**config.mk**
```make
export PLATFORM = sky130hd
export DESIGN_NAME = temp_digit_scan
export DESIGN_NICKNAME = d
export VERILOG_FILES = /design/src/rtl/seg_scan_pkg.sv /design/src/rtl/bin2bcd_seq.sv /design/src/rtl/temp_digit_scan.sv
export SDC_FILE = /design/constraint.sdc
export NUM_CORES = 1
export LEC_CHECK = 0
export CAP_MARGIN = 10
export CORE_UTILIZATION = 53
export DETAILED_ROUTE_END_ITERATION = 6
export PLACE_DENSITY = 0.87
export SYNTH_ARGS = -nofsm -noshare
export SYNTH_HDL_FRONTEND = slang
export SYNTH_HIERARCHICAL = 1
export SYNTH_SLANG_ARGS = --single-unit
```
**constraint.sdc**
```tcl
create_clock -name clk -period 1.7 [get_ports clk]
set_input_delay 0.255 -clock clk [delete_from_list [all_inputs] [get_ports clk]]
set_output_delay 0.255 -clock clk [all_outputs]
set_load 0.03 [all_outputs]
```
**src/rtl/seg_scan_pkg.sv**
```systemverilog
// Shared types and constants for the temperature digit scanner:
// converter states, display slots, anode patterns and the BCD adjust step.
package seg_scan_pkg;

  localparam int NUM_DIGITS = 3;
  localparam int BCD_W      = 4;

  typedef enum logic [0:0] {
    IDLE = 1'b0,
    CONV = 1'b1
  } conv_state_e;

  typedef enum logic [1:0] {
    SLOT_UNITS    = 2'd0,
    SLOT_TENS     = 2'd1,
    SLOT_HUNDREDS = 2'd2
  } slot_e;

  localparam logic [NUM_DIGITS-1:0] AN_UNITS    = 3'b110;
  localparam logic [NUM_DIGITS-1:0] AN_TENS     = 3'b101;
  localparam logic [NUM_DIGITS-1:0] AN_HUNDREDS = 3'b011;
  localparam logic [NUM_DIGITS-1:0] AN_OFF      = 3'b111;

  // Double-dabble correction: any nibble of 5 or more gets +3 before the shift.
  function automatic logic [NUM_DIGITS*BCD_W-1:0] bcd_adjust(
    input logic [NUM_DIGITS*BCD_W-1:0] bcd
  );
    logic [NUM_DIGITS*BCD_W-1:0] res;
    res = bcd;
    for (int i = 0; i < NUM_DIGITS; i++) begin
      if (bcd[i*BCD_W +: BCD_W] >= 4'd5) begin
        res[i*BCD_W +: BCD_W] = bcd[i*BCD_W +: BCD_W] + 4'd3;
      end else begin
        res[i*BCD_W +: BCD_W] = bcd[i*BCD_W +: BCD_W];
      end
    end
    return res;
  endfunction

endpackage

```
**src/rtl/bin2bcd_seq.sv**
```systemverilog
// Sequential 8-bit binary to 3-digit BCD converter, one shift-add-3 step per cycle.
// done pulses in the last CONV cycle with the finished value on bcd.
module bin2bcd_seq
  import seg_scan_pkg::*;
(
  input  logic        clk,
  input  logic        rst,
  input  logic        start,
  input  logic [7:0]  din,
  output logic        busy,
  output logic        done,
  output logic [11:0] bcd
);

  conv_state_e state_q, state_d;
  logic [7:0]  bin_q, bin_d;
  logic [11:0] acc_q, acc_d;
  logic [2:0]  iter_q, iter_d;
  logic [19:0] adj_s;

  // Next-state logic for the conversion FSM and its datapath.
  always_comb begin
    state_d = state_q;
    bin_d   = bin_q;
    acc_d   = acc_q;
    iter_d  = iter_q;
    done    = 1'b0;
    adj_s   = {bcd_adjust(acc_q), bin_q};
    case (state_q)
      IDLE: begin
        if (start) begin
          bin_d   = din;
          acc_d   = 12'h000;
          iter_d  = 3'd0;
          state_d = CONV;
        end else begin
          state_d = IDLE;
        end
      end
      CONV: begin
        {acc_d, bin_d} = {adj_s[18:0], 1'b0};
        iter_d         = iter_q + 3'd1;
        if (iter_q == 3'd7) begin
          done    = 1'b1;
          state_d = IDLE;
        end else begin
          state_d = CONV;
        end
      end
      default: state_d = IDLE;
    endcase
  end

  // Converter state registers.
  always_ff @(posedge clk or posedge rst) begin
    if (rst) begin
      state_q <= IDLE;
      bin_q   <= 8'h00;
      acc_q   <= 12'h000;
      iter_q  <= 3'd0;
    end else begin
      state_q <= state_d;
      bin_q   <= bin_d;
      acc_q   <= acc_d;
      iter_q  <= iter_d;
    end
  end

  assign busy = (state_q == CONV);
  assign bcd  = acc_d;

endmodule

```
**src/rtl/temp_digit_scan.sv**
```systemverilog
// Temperature display driver: accepts a sample, converts it to BCD and
// time-multiplexes the three digits onto the 7-segment decoder with leading-zero blanking.
module temp_digit_scan
  import seg_scan_pkg::*;
#(
  parameter int REFRESH_DIV = 50000
) (
  input  logic                  clk,
  input  logic                  rst,
  input  logic                  temp_valid,
  input  logic [7:0]            temp_data,
  output logic                  temp_ready,
  output logic [BCD_W-1:0]      digit,
  output logic                  dec_cs_n,
  output logic [NUM_DIGITS-1:0] an_n
);

  localparam int CNT_W = $clog2(REFRESH_DIV);
  localparam logic [CNT_W-1:0] CNT_MAX = CNT_W'(REFRESH_DIV - 1);

  logic                  busy_s, done_s, start_s;
  logic [11:0]           bcd_s;
  logic [11:0]           disp_q, disp_d;
  logic [CNT_W-1:0]      rcnt_q, rcnt_d;
  slot_e                 slot_q, slot_d;
  logic [BCD_W-1:0]      digit_q, digit_d;
  logic                  cs_q, cs_d;
  logic [NUM_DIGITS-1:0] an_q, an_d;
  logic [BCD_W-1:0]      sel_digit_s;
  logic [NUM_DIGITS-1:0] sel_an_s;
  logic                  lit_s;

  assign temp_ready = ~busy_s;
  assign start_s    = temp_valid & temp_ready;

  bin2bcd_seq u_conv (
    .clk   (clk),
    .rst   (rst),
    .start (start_s),
    .din   (temp_data),
    .busy  (busy_s),
    .done  (done_s),
    .bcd   (bcd_s)
  );

  // Display register, refresh counter and slot advance.
  always_comb begin
    disp_d = disp_q;
    rcnt_d = rcnt_q;
    slot_d = slot_q;
    if (done_s) begin
      disp_d = bcd_s;
    end else begin
      disp_d = disp_q;
    end
    if (rcnt_q == CNT_MAX) begin
      rcnt_d = '0;
      case (slot_q)
        SLOT_UNITS:    slot_d = SLOT_TENS;
        SLOT_TENS:     slot_d = SLOT_HUNDREDS;
        SLOT_HUNDREDS: slot_d = SLOT_UNITS;
        default:       slot_d = SLOT_UNITS;
      endcase
    end else begin
      rcnt_d = rcnt_q + CNT_W'(1);
    end
  end

  // Digit select and leading-zero blanking for the current slot.
  always_comb begin
    sel_digit_s = disp_q[3:0];
    sel_an_s    = AN_OFF;
    lit_s       = 1'b0;
    case (slot_q)
      SLOT_UNITS: begin
        sel_digit_s = disp_q[3:0];
        sel_an_s    = AN_UNITS;
        lit_s       = 1'b1;
      end
      SLOT_TENS: begin
        sel_digit_s = disp_q[7:4];
        sel_an_s    = AN_TENS;
        lit_s       = (disp_q[11:4] != 8'h00);
      end
      SLOT_HUNDREDS: begin
        sel_digit_s = disp_q[11:8];
        sel_an_s    = AN_HUNDREDS;
        lit_s       = (disp_q[11:8] != 4'h0);
      end
      default: begin
        sel_digit_s = 4'h0;
        sel_an_s    = AN_OFF;
        lit_s       = 1'b0;
      end
    endcase
    digit_d = sel_digit_s;
    cs_d    = ~lit_s;
    if (lit_s) begin
      an_d = sel_an_s;
    end else begin
      an_d = AN_OFF;
    end
  end

  // Display, scanner and output registers.
  always_ff @(posedge clk or posedge rst) begin
    if (rst) begin
      disp_q  <= 12'h000;
      rcnt_q  <= '0;
      slot_q  <= SLOT_UNITS;
      digit_q <= 4'h0;
      cs_q    <= 1'b1;
      an_q    <= AN_OFF;
    end else begin
      disp_q  <= disp_d;
      rcnt_q  <= rcnt_d;
      slot_q  <= slot_d;
      digit_q <= digit_d;
      cs_q    <= cs_d;
      an_q    <= an_d;
    end
  end

  assign digit    = digit_q;
  assign dec_cs_n = cs_q;
  assign an_n     = an_q;

endmodule

```
==> results.yml <==
clock_tree:
  root_buffer: "clkbuf_8"
  clockBufferDepth: 2
  cts.sinks: 62
  insertion_delay_ps: 350
  cts_buffers: 9
  cts_tree: "yes"
  cts_max_level: 3
  clk_pin_slew_ps: 70
critical_path:
  worst-path-buf-inv: 2
  reg2reg_depth: 7
  end_kind: "flop"
  r2r_slack_ps: 40
  slowest_stage: "a2111o_1"
  cp_top_family: "compound AO/OA/AOI/OAI gates"
  start_kind: "flop"
  r2r_end: "disp_q[1]"
  cp_max_fo: 2
  cpPeakStageDelay_ps: 410
  rr_startpoint: "u_conv/acc_q[1]"
  crit_type: "flop to flop"
  required_ps: 1980
  path_cells: "inv_2 -> ha_1 -> nand2b_4 -> buf_4 -> a2111o_1 -> nand3_2 -> mux2_2"
  arrival_ps: 1940
pwr:
  p_leak_nw: 1.611
  max-vdd-ir-drop_uv: 852.3
  power_density_nw_per_um2: 1704
die:
  dieArea_um2: 5859
  core_area_um2: 5238
  rows: 26
  die_w_um: 76.55
  die_h_um: 76.55
  io_pins: 20
  start_util_pct: 56.24
placed_design:
  place_hpwl_um: 3858
  port_buffers: 19
  dp_cells: 375
  place_area_um2: 3356
  gp_congestion: 0.8637
global_route:
  grt_max_degree: 39
  overflow: 0
  grt_antenna_before_repair: 0
  grt_pass1_wl_um: 10380
  grt_use_total_pct: 23.35
  grt_pass1_vias: 2185
drt:
  drt_first_pass_iters: 4
  vias: 2279
  totalWireLength_um: 6249
  drc: 0
  wl_per_cell_um: 15.86
  drt_iter0_markers: 194
  vias_per_cell: 5.784
  ant_nets: 0
synthesis:
  yosysTopAreaCell: "dfrtp_1"
  avgSynthCellArea_um2: 10.79
  yosys-top-cells-count: "dfrtp_1, nand2_1, o21ai_0"
  synth_seq_area_share_pct: 52.85
  synth-seq-cells: 62
  yosys.cell_count.top_type: "dfrtp_1"
  syn_inst: 273
  yosys_warnings: 6
  synth-edff-count: 0
  syn-cell-area_um2: 2945
  synth.area.top_cells: "dfrtp_1, mux2_2, mux2i_1, nand2_1, ha_1"
  synthFlopType: "dfrtp_1"
  synth_top_area_share_pct: 49.28
  synth_cell_types: 44
  synth_nets: 293
  async_reset_ff_share_pct: 100.0
timing:
  fmax_mhz: 602.4
  fin_crit_ps: 1660
  rsz0062_at_grt: "no"
  skew_ps: 6.208
  slew-limit-headroom_pct: 62.10
  hold_viol_final: 0
  final_max_slew_viol_count: 0
  setup_violations: 0
  worst_slew_pin_slew_ps: 563.3
  post-route-period-util_pct: 97.64
layout:
  stdcell_count: 394
  fin_nets: 339
  multiInputGateArea_um2: 1329
  seqCellArea_um2: 1556
  drive_gt1_share_pct: 24.38
  n_fill_cell: 367
  fin_area_um2: 3666
  synthToLayoutAreaGrowth_pct: 24.47
  n_antenna_cell: 0
outcome:
  status: "completed"
job:
  drv_cap: 0
worst_hold_path:
  hp-class: "input pin to async pin"
worst max-delay path by stage:
| stage | startpoint | endpoint | slack (ps) | cells past startpoint |
|---|---|---|---|---|
| 6_report | u_conv/acc_q[1] | disp_q[1] | 40 | 7 |
| 5_1_grt | u_conv/acc_q[5] | disp_q[8] | 4 | 6 |
| 4_1_cts | u_conv/acc_q[5] | disp_q[6] | 4 | 6 |
| 3_5_place_dp | temp_valid | disp_q[5] | -190 | 7 |
| 3_3_place_gp | temp_valid | disp_q[8] | -150 | 6 |
| 2_1_floorplan | u_conv/acc_q[4] | disp_q[6] | 80 | 6 |
through the flow:
| step | setup TNS [ps] | total power, mW | setup WS [ps] | util, % | hold WS (ps) |
|---|---|---|---|---|---|
| after floorplan | 0 | 3.545 | 84.51 | - | 269.6 |
| after global placement | -1145 | 4.245 | -146.2 | 64.07 | 464.7 |
| after detailed placement | -1491 | 4.343 | -190.3 | 64.07 | 481.5 |
| after CTS | 0 | 6.040 | 3.988 | 68.90 | 277.8 |
| after global routing | 0 | 6.586 | 3.551 | 70.00 | 329.5 |
| final | 0 | 6.248 | 40.10 | 70.00 | 269.0 |
logic make-up after synthesis:
family                   share of synthesized area [%]
multiplexers                                     9.388
AND/OR/NAND/NOR                                  16.10
flip-flops                                       52.85
XOR/XNOR                                         3.866
buffers and inverters                            3.823
AO/OA/AOI/OAI                                    10.15
adder cells (fa/ha/maj)                          3.823
state kept, by name (all words and copies together) (netlist names):
name and cells:
slot_q 2, u_conv/busy 1, dec_cs_n 1, an_n 3, u_conv/iter_q 3, u_conv/bin_q 8, u_conv/acc_q 12, rcnt_q 16
disp_q 12, digit 4
cell type report:
type | instances | share of cell area [%]
tap | 70 | 2.389
multi-input combinational | 186 | 36.25
clock inverter | 7 | 3.311
clock buffer | 9 | 3.379
sequential | 62 | 42.46
timing repair buffer | 46 | 10.78
inverter | 14 | 1.433
worst min-delay path, delay by kind of cell:
kind                   cells  cell delay (ps)
buffers and inverters      3              730
power by group:
part           switching [mW]  total [mW]  internal, mW
combinational            1.21        2.36          1.15
sequential              0.387        2.29          1.90
clock                   0.618        1.60         0.980
cells in the final DEF, fill, tap and decap left out, types with 3 or more instances in the layout:
cell / synthesis / layout
nor3_1: 5 / 5
a21oi_1: 7 / 7
clkdlybuf4s50_1: 0 / 14
xor2_1: 3 / 3
nand2b_1: 4 / 3
nor3b_1: 3 / 3
nand2_1: 31 / 31
nor2b_1: 6 / 4
nand3_1: 10 / 9
clkbuf_8: 0 / 9
a2111oi_2: 0 / 3
a32oi_1: 3 / 3
bufinv_16: 0 / 3
dfrtp_1: 58 / 58
dfstp_2: 4 / 4
buf_4: 1 / 26
o21ai_0: 20 / 19
ha_1: 9 / 7
mux2i_1: 13 / 13
inv_1: 13 / 12
a2111o_1: 3 / 3
nor4_1: 3 / 3
dlygate4sd2_1: 0 / 4
o21ai_1: 2 / 3
xnor2_1: 10 / 10
nor2_1: 14 / 14
mux2_2: 13 / 13
nand4_1: 6 / 6
timing repair:
| action | in CTS | in global routing |
|---|---|---|
| endpoints found under the hold margin | 0 | 0 |
| pin swaps | 1 | 2 |
| hold buffers | 0 | 0 |
| endpoints found under the setup margin | 17 | 11 |
| buffers inserted | 0 | 3 |
| gates resized for setup | 10 | 13 |
routing by layer:
metal  track usage [%]  wire [µm]  up-vias
li1                  -          -     1062
met1             29.61       2749     1140
met2             38.02       3078       62
met3             5.749        258       15
met4             10.19        162        0
met5                 0          0        -
Power figures use the tool's default switching activity.
